**config.mk**
```make
export PLATFORM = sky130hd
export DESIGN_NAME = ddr3_frame_sched
export DESIGN_NICKNAME = d
export VERILOG_FILES = /design/src/rtl/ddr3_pkg.sv /design/src/rtl/ddr3_frame_sched.sv
export SDC_FILE = /design/constraint.sdc
export NUM_CORES = 1
export LEC_CHECK = 0
export BUFFER_PORTS_ARGS = -buffer_cell sky130_fd_sc_hd__buf_2
export CELL_PAD_IN_SITES_DETAIL_PLACEMENT = 0
export CELL_PAD_IN_SITES_GLOBAL_PLACEMENT = 1
export CORE_AREA = 5 5 305 307
export CTS_BUF_LIST = sky130_fd_sc_hd__clkbuf_2 sky130_fd_sc_hd__clkbuf_4 sky130_fd_sc_hd__clkbuf_8
export CTS_CLUSTER_SIZE = 16
export DETAILED_ROUTE_END_ITERATION = 16
export DIE_AREA = 0 0 310 312
export PLACE_DENSITY = 0.49
export SETUP_SLACK_MARGIN = 0.02
export SYNTH_ARGS = -nofsm -noshare
export SYNTH_HDL_FRONTEND = slang
export SYNTH_SLANG_ARGS = --single-unit
export TNS_END_PERCENT = 10
```
**constraint.sdc**
```tcl
create_clock -name ddr3_clk -period 4.6 [get_ports ddr3_clk]
set_input_delay 0.23 -clock ddr3_clk [delete_from_list [all_inputs] [get_ports ddr3_clk]]
set_output_delay 0.23 -clock ddr3_clk [all_outputs]
set_load 0.005 [all_outputs]
```
**src/rtl/ddr3_pkg.sv**
```systemverilog
// Shared types and constants for the DDR3 frame scheduler.
// State encoding plus Avalon burst and data widths.
package ddr3_pkg;

  localparam int AVM_BURST_W = 6;
  localparam int DDR3_WORD_W = 128;

  typedef enum logic [2:0] {
    S_IDLE,
    S_TWR,
    S_TRD,
    S_TRDW,
    S_FREQ,
    S_FDAT,
    S_FNEXT
  } state_t;

endpackage

```
**src/rtl/ddr3_frame_sched.sv**
```systemverilog
// DDR3-domain scheduler: ping-pong frame reads into the video FIFO
// with single-beat CSR test reads/writes slotted between bursts.
module ddr3_frame_sched
  import ddr3_pkg::*;
#(
  parameter int AW          = 26,
  parameter int FRAME_WORDS = 76800,
  parameter int BURST_LEN   = 32,
  parameter int FIFO_DEPTH  = 512
) (
  input  logic                   ddr3_clk,
  input  logic                   ddr3_reset_n,
  input  logic                   buf0_full,
  input  logic                   buf1_full,
  input  logic [AW-1:0]          buf0_offset,
  input  logic [AW-1:0]          buf1_offset,
  input  logic                   test_wr_ddr3,
  input  logic                   test_rd_ddr3,
  input  logic [31:0]            test_addr,
  input  logic [DDR3_WORD_W-1:0] test_wr_data,
  output logic [DDR3_WORD_W-1:0] test_rd_data,
  output logic                   clear_buffer0,
  output logic                   clear_buffer1,
  output logic                   wr_finish,
  output logic                   rd_finish,
  output logic [AW-1:0]          avm_address,
  output logic                   avm_read,
  output logic                   avm_write,
  output logic [AVM_BURST_W-1:0] avm_burstcount,
  output logic [DDR3_WORD_W-1:0] avm_writedata,
  input  logic                   avm_waitrequest,
  input  logic [DDR3_WORD_W-1:0] avm_readdata,
  input  logic                   avm_readdatavalid,
  input  logic [9:0]             fifo_used,
  output logic                   fifo_wr,
  output logic [DDR3_WORD_W-1:0] fifo_data
);

  localparam int WIW = $clog2(FRAME_WORDS + 1);

  localparam logic [9:0] FIFO_GATE =
    10'(FIFO_DEPTH - BURST_LEN);
  localparam logic [AVM_BURST_W-1:0] BL =
    AVM_BURST_W'(BURST_LEN);
  localparam logic [AVM_BURST_W-1:0] BL_LAST =
    AVM_BURST_W'(BURST_LEN - 1);
  localparam logic [WIW-1:0] FW = WIW'(FRAME_WORDS);

  state_t                 state;
  state_t                 state_n;
  logic                   cur_buf;
  logic [WIW-1:0]         word_idx;
  logic [AVM_BURST_W-1:0] beat_cnt;
  logic                   pend_wr;
  logic                   pend_rd;

  logic                   cur_full;
  logic [AW-1:0]          cur_off;
  logic                   fifo_ok;
  logic                   frame_go;
  logic                   last_beat;
  logic                   frame_done;
  logic                   unused_addr_hi;

  assign unused_addr_hi = ^test_addr[31:AW];

  assign fifo_data  = avm_readdata;
  assign cur_full   = cur_buf ? buf1_full : buf0_full;
  assign cur_off    = cur_buf ? buf1_offset : buf0_offset;
  assign fifo_ok    = fifo_used <= FIFO_GATE;
  assign last_beat  = avm_readdatavalid && (beat_cnt == BL_LAST);
  assign frame_done = word_idx == FW;

  // Mid-frame the buffer flag is ignored so a started frame always completes.
  assign frame_go = fifo_ok && ((word_idx != '0) || cur_full);

  // Next-state and Avalon command decode.
  always_comb begin
    state_n        = state;
    avm_read       = 1'b0;
    avm_write      = 1'b0;
    avm_address    = '0;
    avm_burstcount = '0;
    avm_writedata  = '0;
    fifo_wr        = 1'b0;
    unique case (state)
      S_IDLE: begin
        if (pend_wr)       state_n = S_TWR;
        else if (pend_rd)  state_n = S_TRD;
        else if (frame_go) state_n = S_FREQ;
      end
      S_TWR: begin
        avm_write      = 1'b1;
        avm_burstcount = AVM_BURST_W'(1);
        avm_address    = test_addr[AW-1:0];
        avm_writedata  = test_wr_data;
        if (!avm_waitrequest) state_n = S_IDLE;
      end
      S_TRD: begin
        avm_read       = 1'b1;
        avm_burstcount = AVM_BURST_W'(1);
        avm_address    = test_addr[AW-1:0];
        if (!avm_waitrequest) state_n = S_TRDW;
      end
      S_TRDW: begin
        if (avm_readdatavalid) state_n = S_IDLE;
      end
      S_FREQ: begin
        avm_read       = 1'b1;
        avm_burstcount = BL;
        avm_address    = cur_off + AW'(word_idx);
        if (!avm_waitrequest) state_n = S_FDAT;
      end
      S_FDAT: begin
        fifo_wr = avm_readdatavalid;
        if (last_beat) state_n = S_FNEXT;
      end
      S_FNEXT: begin
        state_n = S_IDLE;
      end
      default: state_n = S_IDLE;
    endcase
  end

  // State, counters, pending requests and registered pulses.
  always_ff @(posedge ddr3_clk or negedge ddr3_reset_n) begin
    if (!ddr3_reset_n) begin
      state         <= S_IDLE;
      cur_buf       <= 1'b0;
      word_idx      <= '0;
      beat_cnt      <= '0;
      pend_wr       <= 1'b0;
      pend_rd       <= 1'b0;
      test_rd_data  <= '0;
      clear_buffer0 <= 1'b0;
      clear_buffer1 <= 1'b0;
      wr_finish     <= 1'b0;
      rd_finish     <= 1'b0;
    end else begin
      state <= state_n;

      wr_finish <= (state == S_TWR) && !avm_waitrequest;
      rd_finish <= (state == S_TRDW) && avm_readdatavalid;

      clear_buffer0 <= (state == S_FNEXT) && frame_done && !cur_buf;
      clear_buffer1 <= (state == S_FNEXT) && frame_done && cur_buf;

      if (test_wr_ddr3)
        pend_wr <= 1'b1;
      else if (state == S_IDLE && pend_wr)
        pend_wr <= 1'b0;

      if (test_rd_ddr3)
        pend_rd <= 1'b1;
      else if (state == S_IDLE && !pend_wr && pend_rd)
        pend_rd <= 1'b0;

      if (state == S_TRDW && avm_readdatavalid)
        test_rd_data <= avm_readdata;

      if (state == S_FREQ && !avm_waitrequest)
        beat_cnt <= '0;
      else if (state == S_FDAT && avm_readdatavalid)
        beat_cnt <= beat_cnt + 1'b1;

      if (state == S_FDAT && avm_readdatavalid) begin
        word_idx <= word_idx + 1'b1;
      end else if (state == S_FNEXT && frame_done) begin
        word_idx <= '0;
        cur_buf  <= ~cur_buf;
      end
    end
  end

endmodule
```
=== Word level (Yosys, flattened, before mapping) ===
Index checks and enable logic that the tools add are counted.

* Add/subtract/negate cells: 3
* $lt $le $gt $ge: 1
* Eq/ne operators: 14
* Muxes and demuxes: 25
* Bitwise gates (word level): 2
* Reductions and logical operators: 26

{| class="wikitable"
|+ Operators by type and width
! operator !! number
|-
| 2-to-1 mux 128 bit || 1
|-
| one-hot mux 26 bit (2 select lines) || 1
|-
| 2-to-1 mux 17 bit || 2
|-
| adder 26 x 17 -> 26 bit || 1
|-
| 2-to-1 mux 26 bit || 1
|-
| 2-to-1 mux 3 bit || 8
|-
| one-hot mux 3 bit (6 select lines) || 1
|-
| adder 17 x 1 -> 17 bit (second input constant) || 1
|-
| equality test 17 bit (second input constant) || 1
|-
| nonzero test 17 bit || 1
|-
| logical AND 1 bit || 12
|-
| 2-to-1 mux 6 bit || 2
|-
| one-hot mux 6 bit (2 select lines) || 1
|-
| <= comparator 10 x 9 -> 1 bit (second input constant) || 1
|-
| != test 2 bit (second input constant) || 5
|-
| equality test 3 bit (second input constant) || 3
|-
| 2-to-1 mux 1 bit || 8
|-
| nonzero test 2 bit || 4
|-
| adder 6 x 1 -> 6 bit (second input constant) || 1
|-
| equality test 3 x 2 -> 1 bit (second input constant) || 2
|-
| equality test 6 x 5 -> 1 bit (second input constant) || 1
|-
| AND reduction 6 bit || 1
|-
| != test 4 bit (second input constant) || 1
|-
| OR reduction 2 bit || 2
|-
| 6 further kinds || 9
|}

* Bits in registers: 161
* Input port bits: 358
* Output and inout bits: 423
* Logic and storage cells: 82

=== Longest topological paths before layout ===
* Depth in word-level cells: 7
* Mapped depth: 13
* Depth with buffers taken out: 10

=== Least setup slack after synthesis ===
Ideal clock, no wire load.

* Kind: reg2out
* From: register cur_buf
* To: output avm_address[25]
* Arrival: 3478 ps
* Data required time: 4370 ps
* Setup slack: 892 ps
* Stages on the path, launching flop included: 13
* Cell sequence: dfrtp_1 -> buf_2 -> buf_2 -> buf_1 -> mux2_2 -> ha_1 -> and2_4 -> and4_1 -> o21ai_2 -> a2111oi_4 -> nor2_2 -> or4_1 -> a32o_1

* Longest elaborated chain between the ends: 3

{| class="wikitable"
|+ Ends and longest elaborated chain
! element !! RTL line !! source
|-
| start, declared || ddr3_frame_sched.sv:51 || <nowiki>logic cur_buf;</nowiki>
|-
| start signal, assigned || ddr3_frame_sched.sv:170 || <nowiki>cur_buf <= ~cur_buf;</nowiki>
|-
| 2-to-1 mux 26 bit || ddr3_frame_sched.sv:69 || <nowiki>assign cur_off = cur_buf ? buf1_offset : buf0_offset;</nowiki>
|-
| adder 26 x 17 -> 26 bit || ddr3_frame_sched.sv:111 || <nowiki>avm_address = cur_off + AW'(word_idx);</nowiki>
|-
| one-hot mux 26 bit (2 select lines) || ddr3_frame_sched.sv:86 || <nowiki>unique case (state)</nowiki>
|-
| end, declared || ddr3_frame_sched.sv:26 || <nowiki>output logic [AW-1:0] avm_address,</nowiki>
|}

No other way between the ends.

=== Worst setup path in the final report ===
Ends and elaborated chain as after synthesis.

==> impl_results.md <==
* Multiplexer area fraction after synthesis at 3.25%
* Critical path class: flop to output pin
* Synth async-reset ratio at 100%
* Final HPWL DP at 50.6 mm
* Initial antenna violation count at 10
* Unrepaired setup endpoints after global routing: no
* First-pass GRT wire length at 83.9 mm
* Crit end category: output pin
* Max Slew Vio Count at 0
* Synthesized area at 9890 um^2
* H-tree depth at 4
* Fin area at 15900 um^2
* Switching pwr at 3.23 mW
* I/O pin count at 781
* Worst setup SP type: flop
* Capture point of the worst path: avm_address[25]
* PD cells at 446 nW/um^2
* Post-synth EDFFs at 0
* Status: complete, no violations
* Crit share post-route at 89.7%
* CP Max Fanout at 16
* Worst R2R End: test_rd_data[21]
* # rows at 110
* Int Power at 3.87 mW
* Clk slew on worst S/H paths at 120 ps
* Via/cell ratio at 3.40
* Post-CTS setup buffers at 0
* Worst skew pair latency at 550 ps
* DRT iter0 DRCs at 601
* Avg Cell Area, Syn at 8.05 um^2
* Max-cap violations at 0
* Die ar. at 96700 um^2
* Seq/Total Area, Yosys at 40.7%
* Tmin final at 4130 ps
* Leakage Power at 8.60 nW
* Rel. slew slack at 43.7%
* Clk pwr share at 16.5%
* Post-Synth XOR/XNOR Area at 3.19%
* Antenna Nets Post-Route at 0
* Die width at 310 um
* Synth Warn # at 0
* Final setup TNS at 0 ps
* Top_reg_cell synth: dfrtp_1
* Synth Area in Compound Gates at 7.21%
* R2R Setup Slk at 1870 ps
* Worst-margin pin slew at 844 ps
* Routability-driven placement congestion ratio at 0.965
* Adder-Cell Fraction of Synth Area at 2.73%
* HP Class: primary input to flop
* WP data arrival at 3900 ps
* CP Data Required Time at 4370 ps
* R2r worst-path depth at 5
* DR WL/cell at 19.2 um
* Die Span Y at 312 um
* Total grt overflow at 0
* DP Area at 14100 um^2
* Sequential share of power at 32.2%
* Max Root-Sink Buffers at 2
* GRT Overall Usage at 12.1%
* Yosys cell types at 59
* Inserted Clock Buffers at 17
* Maximum clock rate at 242 MHz
* Final layout net count at 2351
* Peak VDD IR at 176 uV
* Gate power share at 51.3%
* Initial DRT Pass Iterations at 5
* CTS sink count at 161
* Filler cell count at 10242
* R2R Path Start: state[2]
* CTS tree: done
* Mapped Cells at 1228
* Fraction of layout cells with a size suffix above 1 at 42.5%
* Crit path from: cur_buf
* # setup viols final at 0
* Total number of vias at 10781
* Starting Density at 11.0%
* Sw frac at 45.5%
* DRC at 0
* Final hold vios at 0
* Largest net degree at the start of global routing at 87
* I/O Buffers at 770
* Synth-to-Final Area Change at 61.1%
* Largest family of logic cells by synthesized area: simple AND/OR/NAND/NOR gates
* Core area at 89700 um^2
* Root buf cell: clkbuf_8
* Post-Synth Simple-Gate Area at 30.1%
* #FFs+latches synth at 161
* Vias in the first global route at 11243
* Final Skew at 32.0 ps
* Total Wirelength at 60.9 mm
registers in the layout, indices dropped and copies added, names as in the netlist:
signal / cells
beat_cnt: 6
test_rd_data: 128
word_idx: 17
wr_finish: 1
clear_buffer1: 1
state: 3
pend_rd: 1
rd_finish: 1
clear_buffer0: 1
pend_wr: 1
cur_buf: 1
synthesized netlist by cell type (3+ instances only):
cell type / instances / share of area [%]
o31ai_1: 4 / 0.30
nor4_1: 3 / 0.19
nor3_1: 7 / 0.35
nand3_1: 19 / 0.96
a32o_1: 3 / 0.30
buf_4: 132 / 10
nand4_1: 9 / 0.57
inv_1: 9 / 0.34
o21ai_0: 38 / 1.9
mux2i_1: 13 / 1.3
xnor2_1: 17 / 1.5
a21oi_1: 31 / 1.6
and2_1: 129 / 8.2
buf_2: 6 / 0.30
mux2_2: 17 / 1.9
ha_1: 20 / 2.5
a21boi_0: 3 / 0.23
or4_1: 3 / 0.23
xor2_1: 19 / 1.7
nor2_1: 30 / 1.1
nor2b_1: 3 / 0.19
buf_1: 5 / 0.19
nand2_1: 442 / 17
or3_1: 3 / 0.19
dfrtp_1: 161 / 41
a31oi_1: 4 / 0.25
clkbuf_1: 49 / 1.9
a21o_1: 8 / 0.61
a22o_1: 5 / 0.44
nand4b_1: 3 / 0.27
final cells by class:
cell class,instances,area [um^2],area share [%]
clock inverters,15,201,1.27
multi-input cells,868,4630,29.1
flip-flops and latches,161,4030,25.3
repair buffers,914,5300,33.3
diodes,8,20.0,0.126
inverters,10,40.0,0.251
well taps,1176,1470,9.24
clock buffers,17,234,1.47
per-layer routing:
| layer | wire [um] | GRT usage (%) | vias to the layer above |
|---|---|---|---|
| li1 | - | - | 5297 |
| met4 | 436 | 2.07 | 2 |
| met2 | 27200 | 18.5 | 451 |
| met5 | 10 | 0 | - |
| met1 | 28400 | 16.8 | 5002 |
| met3 | 4880 | 3.91 | 29 |
power groups by stage:
stage / clock network (mW) / registers, mW / logic [mW]
3_5_place_dp: 0 / 2.30 / 3.59
4_1_cts: 1.26 / 2.29 / 3.67
5_1_grt: 1.30 / 2.36 / 3.99
2_1_floorplan: 0 / 2.30 / 1.49
6_report: 1.17 / 2.28 / 3.64
3_3_place_gp: 0 / 2.30 / 3.63
metrics by stage:
stage	util [%]	hold WS (ps)	worst slack, ps	instances	power [mW]
floorplan	-	-65.6	892	1231	3.79
global placement	15.8	383	872	2997	5.93
detailed placement	15.8	370	883	2997	5.89
CTS	17.7	174	192	3161	7.22
global route	17.7	246	111	3163	7.64
finish	17.7	247	474	3169	7.10
timing repair:
item	CTS	global route
endpoints found under the hold margin	216	0
hold buffers	132	0
resized for setup	0	1
setup endpoints to repair	0	3
worst min path at each step:
stage / from / to / depth (start not counted)
global route: avm_readdatavalid / word_idx[0] / 3
floorplan: ddr3_reset_n / beat_cnt[0] / 0
finish: avm_readdatavalid / word_idx[0] / 3
global placement: ddr3_reset_n / test_rd_data[105] / 1
CTS: avm_readdatavalid / word_idx[0] / 3
detailed placement: ddr3_reset_n / test_rd_data[56] / 1
critical path, stage by stage, from the launching register on:
cell and delay, ps:
dfrtp_2 610, mux2_2 390, ha_1 410, nand3_1 200, nor3b_1 320, nor2_1 110
o21ai_0 310, nor2_2 140, or4_1 490, a32o_1 250, buf_2 130
cells in the final DEF, fill, tap and decap left out, types with 3 or more instances in the layout:
master,count
dlygate4sd3_1,132
buf_2,769
a21oi_1,30
or3_1,3
a21boi_0,3
a32o_1,3
ha_1,20
xnor2_1,17
a22o_1,5
nand3_1,19
clkbuf_8,17
dfrtp_1,160
clkinv_4,3
clkinv_8,6
nand4_1,9
nand2_1,442
nor2b_1,3
and2_1,129
buf_4,10
nor4_1,3
o31ai_1,4
conb_1,4
mux2i_1,13
a31oi_1,4
inv_8,4
a21o_1,8
inv_1,8
diode_2,8
nand4b_1,3
or4_1,3
nor3_1,7
o21ai_0,38
xor2_1,19
nor2_1,29
mux2_2,17
cell families after synthesis:
family          Yosys count
mux                      30
buf+inv                 202
flops                   161
compound gates          112
other cells               1
simple gates            665
fa+ha+maj                21
xor+xnor                 36
Power figures use the tool's default switching activity.
